--- src/rtl/rti_issue_ctrl.sv ---
// rti_issue_ctrl: collects NUM_OPS FP32 operand words, launches one
// ray/triangle intersection job, waits for the result and holds it until
// the consumer takes it.
//
// Optional build macro: RTI_TIMEOUT_EN adds a WAIT-state watchdog that forces
// a quiet-NaN result and an error pulse after TIMEOUT_CYCLES idle WAIT cycles.
//
// state      | meaning
// -----------+-----------------------------------------------------------
// ST_COLLECT | accept operand writes; start launches once all slots loaded
// ST_LAUNCH  | one-cycle input_valid_o strobe to the intersection unit
// ST_WAIT    | wait for output_valid_i (or watchdog expiry)
// ST_RESULT  | hold result until result_valid_o & result_ready_i
module rti_issue_ctrl #(
    parameter int NUM_OPS        = 15,
    parameter int TIMEOUT_CYCLES = 1024
) (
    input  logic                    clk,
    input  logic                    rst_n,
    input  logic                    wr_valid_i,
    input  logic [3:0]              wr_idx_i,
    input  logic [31:0]             wr_data_i,
    output logic                    wr_ready_o,
    input  logic                    start_i,
    output logic                    busy_o,
    output logic [NUM_OPS-1:0][31:0] fprti_regs_o,
    output logic                    input_valid_o,
    input  logic [31:0]             return_i,
    input  logic                    output_valid_i,
    output logic [31:0]             result_o,
    output logic                    result_valid_o,
    input  logic                    result_ready_i,
    output logic                    error_o
);

    localparam logic [31:0] QNAN = 32'h7FC0_0000;

    typedef enum logic [1:0] {
        ST_COLLECT,
        ST_LAUNCH,
        ST_WAIT,
        ST_RESULT
    } state_t;

    state_t                   r_state;
    state_t                   w_state_nxt;
    logic [NUM_OPS-1:0]       r_mask;
    logic [NUM_OPS-1:0][31:0] r_bank;
    logic [31:0]              r_result;
    logic                     r_error;
    logic                     w_error_nxt;
    logic                     w_wr_acc;
    logic                     w_wr_inrange;
    logic                     w_wr_ok;
    logic [NUM_OPS-1:0]       w_wr_onehot;
    logic [NUM_OPS-1:0]       w_mask_sum;
    logic                     w_timeout;
    logic                     w_handshake;

    // wr_ready_o is forced low while reset is held so nothing is accepted
    assign wr_ready_o   = (r_state == ST_COLLECT) && rst_n;
    assign w_wr_acc     = wr_valid_i && wr_ready_o;
    assign w_wr_inrange = (int'(wr_idx_i) < NUM_OPS);
    assign w_wr_ok      = w_wr_acc && w_wr_inrange;
    assign w_handshake  = (r_state == ST_RESULT) && result_ready_i;

    // One-hot of the slot being written this cycle (zero if none/invalid)
    always_comb begin
        w_wr_onehot = '0;
        if (w_wr_ok) begin
            w_wr_onehot[wr_idx_i] = 1'b1;
        end
    end

    // Start is judged against the mask as it will be after this cycle's write
    assign w_mask_sum = r_mask | w_wr_onehot;

`ifdef RTI_TIMEOUT_EN
    localparam int TW = $clog2(TIMEOUT_CYCLES + 1);
    logic [TW-1:0] r_wait_cnt;

    // Counts WAIT cycles; held at zero outside WAIT so every entry starts fresh
    always_ff @(posedge clk) begin
        if (!rst_n) begin
            r_wait_cnt <= '0;
        end else if (r_state != ST_WAIT) begin
            r_wait_cnt <= '0;
        end else begin
            r_wait_cnt <= r_wait_cnt + 1'b1;
        end
    end

    // Fires on the WAIT cycle whose edge brings the count to TIMEOUT_CYCLES
    assign w_timeout = (r_state == ST_WAIT) &&
                       (r_wait_cnt == TW'(TIMEOUT_CYCLES - 1));
`else
    // No watchdog: the parameter only keeps both builds on one interface
    assign w_timeout = 1'b0 && (TIMEOUT_CYCLES > 0);
`endif

    // State register
    always_ff @(posedge clk) begin
        if (!rst_n) begin
            r_state <= ST_COLLECT;
        end else begin
            r_state <= w_state_nxt;
        end
    end

    // Next-state and error-pulse decode
    always_comb begin
        w_state_nxt = r_state;
        w_error_nxt = 1'b0;
        case (r_state)
            ST_COLLECT: begin
                if (w_wr_acc && !w_wr_inrange) begin
                    w_error_nxt = 1'b1;
                end
                if (start_i) begin
                    if (&w_mask_sum) begin
                        w_state_nxt = ST_LAUNCH;
                    end else begin
                        w_error_nxt = 1'b1;
                    end
                end
            end
            ST_LAUNCH: begin
                w_state_nxt = ST_WAIT;
            end
            ST_WAIT: begin
                if (output_valid_i) begin
                    w_state_nxt = ST_RESULT;
                end else if (w_timeout) begin
                    w_state_nxt = ST_RESULT;
                    w_error_nxt = 1'b1;
                end
            end
            ST_RESULT: begin
                if (result_ready_i) begin
                    w_state_nxt = ST_COLLECT;
                end
            end
            default: begin
                w_state_nxt = ST_COLLECT;
            end
        endcase
    end

    // Operand bank, loaded mask, result capture and error pulse register
    always_ff @(posedge clk) begin
        if (!rst_n) begin
            r_bank   <= '0;
            r_mask   <= '0;
            r_result <= '0;
            r_error  <= 1'b0;
        end else begin
            r_error <= w_error_nxt;
            if (w_wr_ok) begin
                r_bank[wr_idx_i] <= wr_data_i;
            end
            if (w_handshake) begin
                r_mask <= '0;
            end else begin
                r_mask <= w_mask_sum;
            end
            if (r_state == ST_WAIT) begin
                if (output_valid_i) begin
                    r_result <= return_i;
                end else if (w_timeout) begin
                    r_result <= QNAN;
                end
            end
        end
    end

    assign fprti_regs_o   = r_bank;
    assign input_valid_o  = (r_state == ST_LAUNCH);
    assign busy_o         = (r_state == ST_LAUNCH) || (r_state == ST_WAIT);
    assign result_valid_o = (r_state == ST_RESULT);
    assign result_o       = r_result;
    assign error_o        = r_error;

endmodule

--- config.mk ---
export PLATFORM = sky130hd
export DESIGN_NAME = rti_issue_ctrl
export DESIGN_NICKNAME = d
export VERILOG_FILES = /design/src/rtl/rti_issue_ctrl.sv
export SDC_FILE = /design/constraint.sdc
export NUM_CORES = 1
export LEC_CHECK = 0
export BUFFER_PORTS_ARGS = -buffer_cell sky130_fd_sc_hd__buf_2
export CORE_AREA = 2 2 227 229
export CTS_BUF_LIST = sky130_fd_sc_hd__clkbuf_16
export CTS_CLUSTER_SIZE = 24
export DETAILED_ROUTE_END_ITERATION = 10
export DIE_AREA = 0 0 229 231
export SLEW_MARGIN = 5
export SYNTH_ARGS = -nofsm -noshare
export SYNTH_HDL_FRONTEND = slang
export SYNTH_SLANG_ARGS = --single-unit
--- constraint.sdc ---
create_clock -name clk -period 2.3 [get_ports clk]
set_input_delay 0.23 -clock clk [delete_from_list [all_inputs] [get_ports clk]]
set_output_delay 0.23 -clock clk [all_outputs]
set_load 0.02 [all_outputs]
==> results.cfg, run 1 <==
[synth]
synth_seq_cells = 530
syn-num-nets = 2446
ys_warn_count = 0
synth_edf_count = 0
synthesis.area_um2 = 19800
synth_cells = 2367
ys_seq_area_share_pct = 53.7
yosysUniqueCellTypes = 37
ys_async_sr_fraction_pct = 0
synth-main-ff-cell = dfxtp_1
synth.avg_cell_area_um2 = 8.35

[setup_path]
start_kind = register
slowest_delay_ns = 0.34
crit_fanout = 5
path_delay_family = compound AO/OA/AOI/OAI gates
path_cells = inv_1 > ha_2 > nand4_1 > o41ai_2 > o2111ai_1 > a211oi_2 > a31oi_1 > mux2i_1
cpMaxStageDelayCell = dfxtp_1
cp.required_ns = 2.77
end_kind = register
critPathBufInv = 1
critPathArrivalTime_ns = 2.65
crit_type = register to register

[floorplan]
rows = 83
dieHeight_um = 231
dieArea_um2 = 52900
initial_core_util_pct = 39.0
pin_count = 591
dieWidth_um = 229
core_um2 = 50700

[run_status]
status = finished clean

[timing]
holdWs_ns = 0.0845
max_slew_margin_pct = 46.9
setup_slack_ns = 0.122
period_share_pct = 94.7
grt_setup_unrepaired = no
tightest_slew_ns = 0.796
fin_skew_ns = 0.0101
final_max_slew_viol_count = 0
setup_viol = 0
hold_violations = 0
fmax_mhz = 459
finalCriticalPeriod_ns = 2.18

[clock_network]
cts.clk_slew.worst_paths_ns = 0.06
clk-insertion-delay-late_ns = 0.59
cts-root-buf = clkbuf_16
cts_tree = yes
clk_path_buf_depth = 3
cts_inserted_buffers = 56
cts_sinks = 530
htree_levels = 2

[cells_and_area]
layout_commonest_cell = nand2_1
num-fill-cells = 4921
final_cell_mix = nand2_1, buf_2, dfxtp_1
area_delta_synth_final_pct = 29.3
layout.nets = 2986
fin_cells = 3624
fin_area_um2 = 25500
drive_above_1_share_pct = 24.9

[place]
port_buffers = 590
placed_cells = 3491
gp_congestion = 0.877
placed_area_um2 = 23500
dp_slack_ns = -0.0252
hpwlAfterDp_um = 49500

[drt]
ant_nets = 0
routed_wl_um = 74200
drtIter0Drc = 1291
drc = 0
routedWlPerCell_um = 20.5
firstDrtPassIters = 5
vias = 18200
post_drt_via_cell_ratio = 5.03

[global_routing]
grt_start_max_net_pins = 202
grtUsageTotal_pct = 27.1
grt_pass1_vias = 17300
grt_pass1_wl_um = 110000
antenna_found_initial = 6
grt-ovfl-total = 0

[worst_hold_path]
min_path_type = input port to register

[power_and_ir_drop]
vdd_ir_drop_max_mv = 0.579
power.total_mw = 18.7
p_per_area_nw_per_um2 = 733
p_leak_nw = 10.5

[flow_run]
maxCapViolations = 0
kinds of logic (layout without fill, tap and decap cells):
| family | count (synthesis) | count (layout) | share of synthesized area [%] |
|---|---|---|---|
| and+or+nand+nor | 1083 | 1083 | 21.2 |
| AOI/OAI and AO/OA | 543 | 543 | 20.6 |
| DFF | 530 | 530 | 53.7 |
| buffers and inverters | 201 | 773 | 3.91 |
| adders and majority gates | 5 | 5 | 0.317 |
| muxes | 5 | 5 | 0.253 |
| other | 0 | 5 | 0 |
report_power, final:
part	internal (mW)	total (mW)	switching, mW
Sequential	9.25	9.28	0.0336
Combinational	0.326	0.993	0.668
Clock	4.86	8.46	3.60
registers in the layout, summed over array words and instances, names as in the netlist:
register / count
fprti_regs_o: 480
r_mask: 15
error_o: 1
result_o: 32
r_state: 2
metal layers:
metal	share of wire [%]	global-route usage, %	vias up	wire length [µm]
met5	0	0	-	0
li1	-	-	8665	-
met1	42	34.2	8750	31200
met4	3.3	9.56	0	2470
met2	46	44.0	692	34100
met3	8.7	8.10	131	6450
cell type report:
cell class / instances / area [µm²] / area share (%)
antenna: 5 / 12.5 / 0.0490
clock buffer: 57 / 1430 / 5.58
clock inverter: 33 / 243 / 0.950
inverter: 6 / 22.5 / 0.0881
multi-input combinational: 1636 / 8490 / 33.2
sequential: 530 / 10600 / 41.5
tap: 680 / 851 / 3.33
timing repair buffer: 677 / 3900 / 15.3
cells in the mapped netlist, drive strengths merged (2+ instances only):
library cell,count,area (µm²)
a21boi,513,3850
a21oi,4,20.0
a221oi,2,17.5
a41o,2,20.0
and2,4,25.0
buf,13,66.3
clkbuf,182,683
dfxtp,530,10600
ha,5,62.6
inv,6,22.5
mux2i,5,50.1
nand2,1041,3910
nand2b,2,12.5
nand3,7,35.0
nor2,9,33.8
nor2b,2,12.5
nor3,10,85.1
nor4,4,37.5
o21a,14,105
o21ai,2,10.0
worst register-to-register path, stage by stage, from the launching register on:
cell and delay (ns):
dfxtp_1 0.34, inv_1 0.11, ha_2 0.26, nand4_1 0.15, o41ai_2 0.34, o2111ai_1 0.20
a211oi_2 0.31, a31oi_1 0.19, mux2i_1 0.16
per-stage QoR:
stage,util [%],TNS (ns)
global route,50.4,0
global placement,46.3,0
floorplan,-,0
detailed placement,46.3,-0.0349
finish,50.4,0
CTS,50.3,0
path summary, 6_finish.rpt:
kind / cells past startpoint / slack (ns) / startpoint / endpoint
worst min register to register: 2 / 0.45 / fprti_regs_o[81]$_SDFFE_PN0P_ / fprti_regs_o[81]$_SDFFE_PN0P_
worst max-delay path: 8 / 0.12 / r_state[1]$_SDFFE_PN0P_ / r_state[1]$_SDFFE_PN0P_
worst max register to register: 8 / 0.12 / r_state[1]$_SDFFE_PN0P_ / r_state[1]$_SDFFE_PN0P_
worst min-delay path: 3 / 0.08 / wr_data_i[8] / fprti_regs_o[232]$_SDFFE_PN0P_
timing repair:
action | in CTS | in global routing
gates resized for setup | 2 | 3
cloned | 0 | 0
hold buffers | 33 | 0
pin swaps | 0 | 1
endpoints found under the hold margin | 33 | 0
buffers inserted | 0 | 5
setup endpoints to repair | 2 | 149
Note: power is estimated with default switching activity, not from simulation.
==> run 2, diff against run 1 <==
--- a/config.mk
+++ b/config.mk
@@ -5,6 +5,7 @@
 export SDC_FILE = /design/constraint.sdc
 export NUM_CORES = 1
 export LEC_CHECK = 0
+export ABC_AREA = 1
 export BUFFER_PORTS_ARGS = -buffer_cell sky130_fd_sc_hd__buf_2
 export CORE_AREA = 2 2 227 229
 export CTS_BUF_LIST = sky130_fd_sc_hd__clkbuf_16
==> run 2 against run 1 <==
  * Sequential share of layout area up 2.5 points
  * Worst hold slack worse by 0.062 ns
  * Die area unchanged
  * Sequential power up 3.6%
  * Clock skew up 0.0058 ns
  * Non-clock buffer count down 4
  * Setup slack better by 0.10 ns
  * Synthesized cell count down 0.21%
  * First-iteration DRC count up 17%
  * Register-to-register slack better by 0.10 ns
  * Clock-buffer cell count unchanged
  * Critical endpoint is now r_state[0]$_SDFFE_PN0P_
  * Largest cell class unchanged
  * Highest routed layer is now met5
==> results.cfg, run 2 <==
[clock_network]
cts-root-buf = clkbuf_16
cts.clk_slew.worst_paths_ns = 0.06
clk_path_buf_depth = 3
cts_tree = yes
cts_inserted_buffers = 55
cts_sinks = 530
clk-insertion-delay-late_ns = 0.60
htree_levels = 2

[drt]
routed_wl_um = 70800
vias = 18100
routedWlPerCell_um = 19.5
ant_nets = 0
firstDrtPassIters = 6
drtIter0Drc = 1510
post_drt_via_cell_ratio = 4.99
drc = 0

[floorplan]
dieArea_um2 = 52900
core_um2 = 50700
pin_count = 591
initial_core_util_pct = 36.5
dieHeight_um = 231
rows = 83
dieWidth_um = 229

[setup_path]
crit_type = register to register
path_cells = inv_2 > ha_1 > nand2_1 > nor2_4 > buf_4 > nand2_1 > nand2_1 > nand4_1 > nor2_2 > nand3_2 > a21oi_1 > nor2_1
crit_fanout = 9
cp.required_ns = 2.78
slowest_delay_ns = 0.34
critPathBufInv = 2
start_kind = register
cpMaxStageDelayCell = dfxtp_1
crit_top_cell = nand2_1
critPathArrivalTime_ns = 2.56
path_delay_family = simple AND/OR/NAND/NOR gates
end_kind = register

[synth]
synth.most_common_cell = nor2_1
synth.top_cells.by_count = nor2_1, dfxtp_1, o21ai_0
synth-main-ff-cell = dfxtp_1
ys_warn_count = 0
yosysUniqueCellTypes = 26
synth_edf_count = 0
synth_top_area_share_pct = 57.3
synth_cells = 2362
synthTopCellsByArea = dfxtp_1, nor2_1, o21ai_0
synthesis.area_um2 = 18500
ys_seq_area_share_pct = 57.3
synth_seq_cells = 530
yosysTopAreaCell = dfxtp_1
ys_async_sr_fraction_pct = 0
synth.avg_cell_area_um2 = 7.84
syn-num-nets = 2441

[power_and_ir_drop]
combPwrFrac_pct = 11.1
p_seq_share_pct = 47.2
vdd_ir_drop_max_mv = 0.485
switching_share_pct = 26.7
p_int_mw = 14.9
switching_power_mw = 5.45
p_leak_nw = 10.9
p_clk_share_pct = 41.7
p_per_area_nw_per_um2 = 845

[cells_and_area]
layout.nets = 2977
num-fill-cells = 4995
layout_commonest_cell = nor2_1
fin_util_pct = 47.6
final_cell_mix = nor2_1, buf_2, dfxtp_1
largest_reg_flops = 480
fin_area_um2 = 24100
drive_above_1_share_pct = 24.9
area_delta_synth_final_pct = 30.2

[flow_run]
maxCapViolations = 0

[global_routing]
grt_start_max_net_pins = 192
grt_pass1_vias = 16600
grt_pass1_wl_um = 104000
grt-ovfl-total = 0
antenna_found_initial = 6
grtUsageTotal_pct = 25.6

[timing]
max_slew_margin_pct = 30.0
fin_skew_ns = 0.0158
fmax_mhz = 482
finalSetupTns_ns = 0
period_share_pct = 90.2
tightest_slew_ns = 1.05
hold_violations = 0
setup_viol = 0
final_max_slew_viol_count = 0
grt_setup_unrepaired = no
finalCriticalPeriod_ns = 2.08
setup_slack_ns = 0.224

[place]
hpwlAfterDp_um = 48000
port_buffers = 590
placed_area_um2 = 22000
gp_congestion = 0.876
dp_slack_ns = 0.0164

[run_status]
status = finished clean

[worst_hold_path]
min_path_type = input port to register
[run 2: cells by family after synthesis]
logic type	Yosys count	synth area share (%)
AO/OA/AOI/OAI	611	16.6
adder cells (fa/ha/maj)	5	0.338
buffers and inverters	274	5.81
flip-flops	530	57.3
AND/OR/NAND/NOR	942	20.0
[run 2: layout make-up]
class / count / area (µm²) / share of cell area [%]
antenna: 2 / 5.00 / 0.0208
clock buffer: 57 / 1430 / 5.92
clock inverter: 46 / 278 / 1.15
inverter: 80 / 300 / 1.25
multi-input combinational: 1558 / 6840 / 28.4
sequential: 530 / 10600 / 44.0
tap: 680 / 851 / 3.53
timing repair buffer: 673 / 3800 / 15.7
[run 2: layer usage]
metal,GRT usage [%],routed length [µm]
met1,32.8,29700
met3,6.77,6100
met4,10.6,2880
met5,0,26
met2,40.9,32100
[run 2: through the flow]
| stage | total power, mW | hold WS (ns) | cells |
|---|---|---|---|
| floorplan | 11.2 | 0.378 | 2362 |
| global placement | 11.9 | 0.430 | 3481 |
| detailed placement | 12.0 | 0.435 | 3481 |
| CTS | 20.5 | 0.00238 | 3622 |
| global route | 21.1 | 0.0387 | 3625 |
| finish | 20.4 | 0.0230 | 3626 |
[run 2: what timing repair did]
item,CTS,global route
setup endpoints to repair,0,127
buffers inserted,0,2
hold buffers,38,0
hold endpoints to repair,39,0
resized for setup,0,7
[run 2: worst reg2reg max path: cells and delay by family (launching register included)]
kind,cells,cell delay [ns]
fa+ha+maj,1,0.19
simple gates,8,1.03
buf+inv,2,0.26
compound gates,1,0.15
flops,1,0.34
[run 2: power by group through the flow]
stage          combinational (mW)  sequential (mW)  clock, mW
2_1_floorplan                1.05             10.1          0
3_3_place_gp                 2.16             9.79          0
4_1_cts                      2.24             9.61       8.65
5_1_grt                      2.48             9.64       9.02
6_report                     2.27             9.61       8.51
3_5_place_dp                 2.18             9.81          0
[run 2: final timing paths]
path	start	to	slack (ns)	cells past startpoint
setup reg to reg	r_state[0]$_SDFFE_PN0P_	r_state[0]$_SDFFE_PN0P_	0.22	12
hold / removal	wr_data_i[2]	fprti_regs_o[162]$_SDFFE_PN0P_	0.02	3
setup / recovery	r_state[0]$_SDFFE_PN0P_	r_state[0]$_SDFFE_PN0P_	0.22	12
hold reg to reg	fprti_regs_o[326]$_SDFFE_PN0P_	fprti_regs_o[326]$_SDFFE_PN0P_	0.44	2
==> run 3, diff against run 2 <==
--- a/config.mk
+++ b/config.mk
@@ -9,6 +9,7 @@
 export BUFFER_PORTS_ARGS = -buffer_cell sky130_fd_sc_hd__buf_2
 export CORE_AREA = 2 2 227 229
 export CTS_BUF_LIST = sky130_fd_sc_hd__clkbuf_16
+export CTS_CLUSTER_DIAMETER = 120
 export CTS_CLUSTER_SIZE = 24
 export DETAILED_ROUTE_END_ITERATION = 10
 export DIE_AREA = 0 0 229 231
==> constraint.sdc (replaced) <==
create_clock -name clk -period 2 [get_ports clk]
set_input_delay 0.2 -clock clk [delete_from_list [all_inputs] [get_ports clk]]
set_output_delay 0.2 -clock clk [all_outputs]
set_load 0.02 [all_outputs]
==> run 3 against run 2 <==
  * Die area unchanged
  * Via count decreased by 0.96%
  * Clock-buffer cell count shrank 30
  * Flip-flop and latch count unchanged
  * Critical path depth is 1 higher
  * Largest cell class unchanged
  * Total power shrank 3.3%
  * Wire length shrank 1.4%
  * Worst hold slack gained 0.053 ns
  * Clock skew grew 0.0096 ns
  * Global-route usage shrank 0.52 points
  * Sequential share of layout area rose by 1.4 points
  * Design area down 3.1%
==> results.cfg, run 3 (synthesized netlist as in run 2, its figures left out) <==
[drt]
firstDrtPassIters = 5
routed_wl_um = 69800
drtIter0Drc = 1398
vias = 17900
drc = 0
routedWlPerCell_um = 19.6
ant_nets = 0
post_drt_via_cell_ratio = 5.02

[setup_path]
reg2reg_from = r_state[0]$_SDFFE_PN0P_
slowest_delay_ns = 0.34
cp.required_ns = 2.51
cpMaxStageDelayCell = dfxtp_2
crit_top_cell = nand3_2
crit_fanout = 8
reg2reg_depth = 13
critPathArrivalTime_ns = 2.47
end_kind = register
critPathBufInv = 2
crit_type = register to register
path_cells = inv_1 > ha_2 > nand2_2 > nor2_4 > buf_6 > nand4_1 > nand2_1 > nand3_2 > nor2_2 > nand3_2 > nand3_2 > nand2_1 > nor2_1
cp.depth = 13
r2r_setup_slack_ns = 0.04
path_delay_family = simple AND/OR/NAND/NOR gates
r2r-end = r_state[0]$_SDFFE_PN0P_
start_kind = register

[worst_hold_path]
hp-start = wr_idx_i[3]
worstHoldEndpoint = fprti_regs_o[63]$_SDFFE_PN0P_
hold_depth = 3
min_path_type = input port to register

[clock_network]
cts_inserted_buffers = 26
cts_sinks = 530
clk-insertion-delay-late_ns = 0.58
clk_path_buf_depth = 3
htree_levels = 1
cts.clk_slew.worst_paths_ns = 0.10
cts_tree = yes
cts-root-buf = clkbuf_16

[global_routing]
grt-ovfl-total = 0
grt_start_max_net_pins = 221
grt_pass1_vias = 16200
antenna_found_initial = 6
grt_pass1_wl_um = 103000
grtUsageTotal_pct = 25.1

[timing]
tightest_slew_ns = 1.01
finalCriticalPeriod_ns = 1.96
fin_skew_ns = 0.0255
fmax_mhz = 511
holdWs_ns = 0.0756
max_slew_margin_pct = 32.8
hold_violations = 0
final_max_slew_viol_count = 0
finalSetupTns_ns = 0
setup_viol = 0
period_share_pct = 97.8

[floorplan]
dieHeight_um = 231
pin_count = 591
rows = 83
dieWidth_um = 229
initial_core_util_pct = 36.5
dieArea_um2 = 52900
core_um2 = 50700

[cells_and_area]
area_delta_synth_final_pct = 26.2
drive_above_1_share_pct = 24.9
fin_util_pct = 46.1
fin_cells = 3570
largest_reg_flops = 480
num-fill-cells = 5127
final_cell_mix = nor2_1, buf_2, dfxtp_1
layout.nets = 2967
layout_commonest_cell = nor2_1

[power_and_ir_drop]
vdd_ir_drop_max_mv = 0.635
p_seq_share_pct = 56.0
p_int_mw = 14.2
p_per_area_nw_per_um2 = 844
switching_power_mw = 5.50
p_clk_share_pct = 29.9
switching_share_pct = 27.9
p_leak_nw = 10.4
combPwrFrac_pct = 14.2

[flow_run]
maxCapViolations = 0

[place]
port_buffers = 590
hpwlAfterDp_um = 48200
placed_cells = 3496
gp_congestion = 0.885

[run_status]
status = finished clean
-- run 3: cell count changes in the layout (fill, tap and decap cells not counted), moves of 2 or more --
cell,change
clkbuf_16,-29
nand3_2,+3
nand2_2,+5
nand2_1,-5
inv_1,-11
nor2_1,-2
clkinv_1,-18
buf_4,+14
clkinv_2,-10
buf_12,+3
nand3_1,-4
bufinv_16,-3
-- run 3: worst max-delay path by stage --
stage	slack, ns	to	from
6_report	0.04	r_state[0]$_SDFFE_PN0P_	r_state[0]$_SDFFE_PN0P_
3_5_place_dp	0.008	fprti_regs_o[193]$_SDFFE_PN0P_	r_state[0]$_SDFFE_PN0P_
2_1_floorplan	0.25	fprti_regs_o[461]$_SDFFE_PN0P_	r_state[0]$_SDFFE_PN0P_
4_1_cts	0.02	r_state[0]$_SDFFE_PN0P_	r_state[0]$_SDFFE_PN0P_
5_1_grt	-0.03	r_state[0]$_SDFFE_PN0P_	r_state[0]$_SDFFE_PN0P_
3_3_place_gp	0.07	fprti_regs_o[194]$_SDFFE_PN0P_	r_state[0]$_SDFFE_PN0P_
-- run 3: per-layer routing --
metal	wire length (µm)	part of all wire [%]	up-vias	track usage [%]
met4	2220	3.2	6	7.63
met3	5580	8.0	119	5.88
li1	-	-	8623	-
met5	40	0.057	-	0
met2	32100	46	703	40.6
met1	29900	43	8454	33.2
-- run 3: power by group through the flow --
stage	Combinational, mW	Clock (mW)	Sequential, mW
5_1_grt	3.02	6.37	11.1
4_1_cts	2.69	6.09	11.0
3_5_place_dp	2.63	0	11.3
6_report	2.79	5.89	11.0
2_1_floorplan	1.21	0	11.6
3_3_place_gp	2.60	0	11.3
-- run 3: worst register-to-register path, cell delays in order (launching register included) --
cell and delay, ns:
dfxtp_2 0.34, inv_1 0.07, ha_2 0.20, nand2_2 0.08, nor2_4 0.14, buf_6 0.16
nand4_1 0.16, nand2_1 0.13, nand3_2 0.08, nor2_2 0.13, nand3_2 0.13, nand3_2 0.08
nand2_1 0.05, nor2_1 0.14
-- run 3: final cells by class --
type / count / area, µm² / area share [%]
Multi-Input combinational cell: 1558 / 6900 / 29.5
Clock inverter: 1 / 30.0 / 0.129
Antenna cell: 2 / 5.00 / 0.0214
Sequential cell: 530 / 10600 / 45.4
Timing Repair Buffer: 692 / 4000 / 17.1
Inverter: 80 / 300 / 1.29
Tap cell: 680 / 851 / 3.64
Clock buffer: 27 / 676 / 2.89
-- run 3: metrics by stage --
stage               area (µm²)  power, mW  setup slack (ns)
floorplan                18500       12.8             0.249
global placement         22100       13.9            0.0689
detailed placement       22100       13.9           0.00836
CTS                      23200       19.8            0.0210
global route             23400       20.5           -0.0259
finish                   23400       19.7            0.0434
-- run 3: timing repair --
item                                   4_1_cts  5_1_grt
setup buffers                                0        4
cloned                                       0        1
hold buffers                                39        0
pin swaps                                    0       13
resized for setup                            1       23
setup endpoints to repair                    2      177
endpoints found under the hold margin       41        0
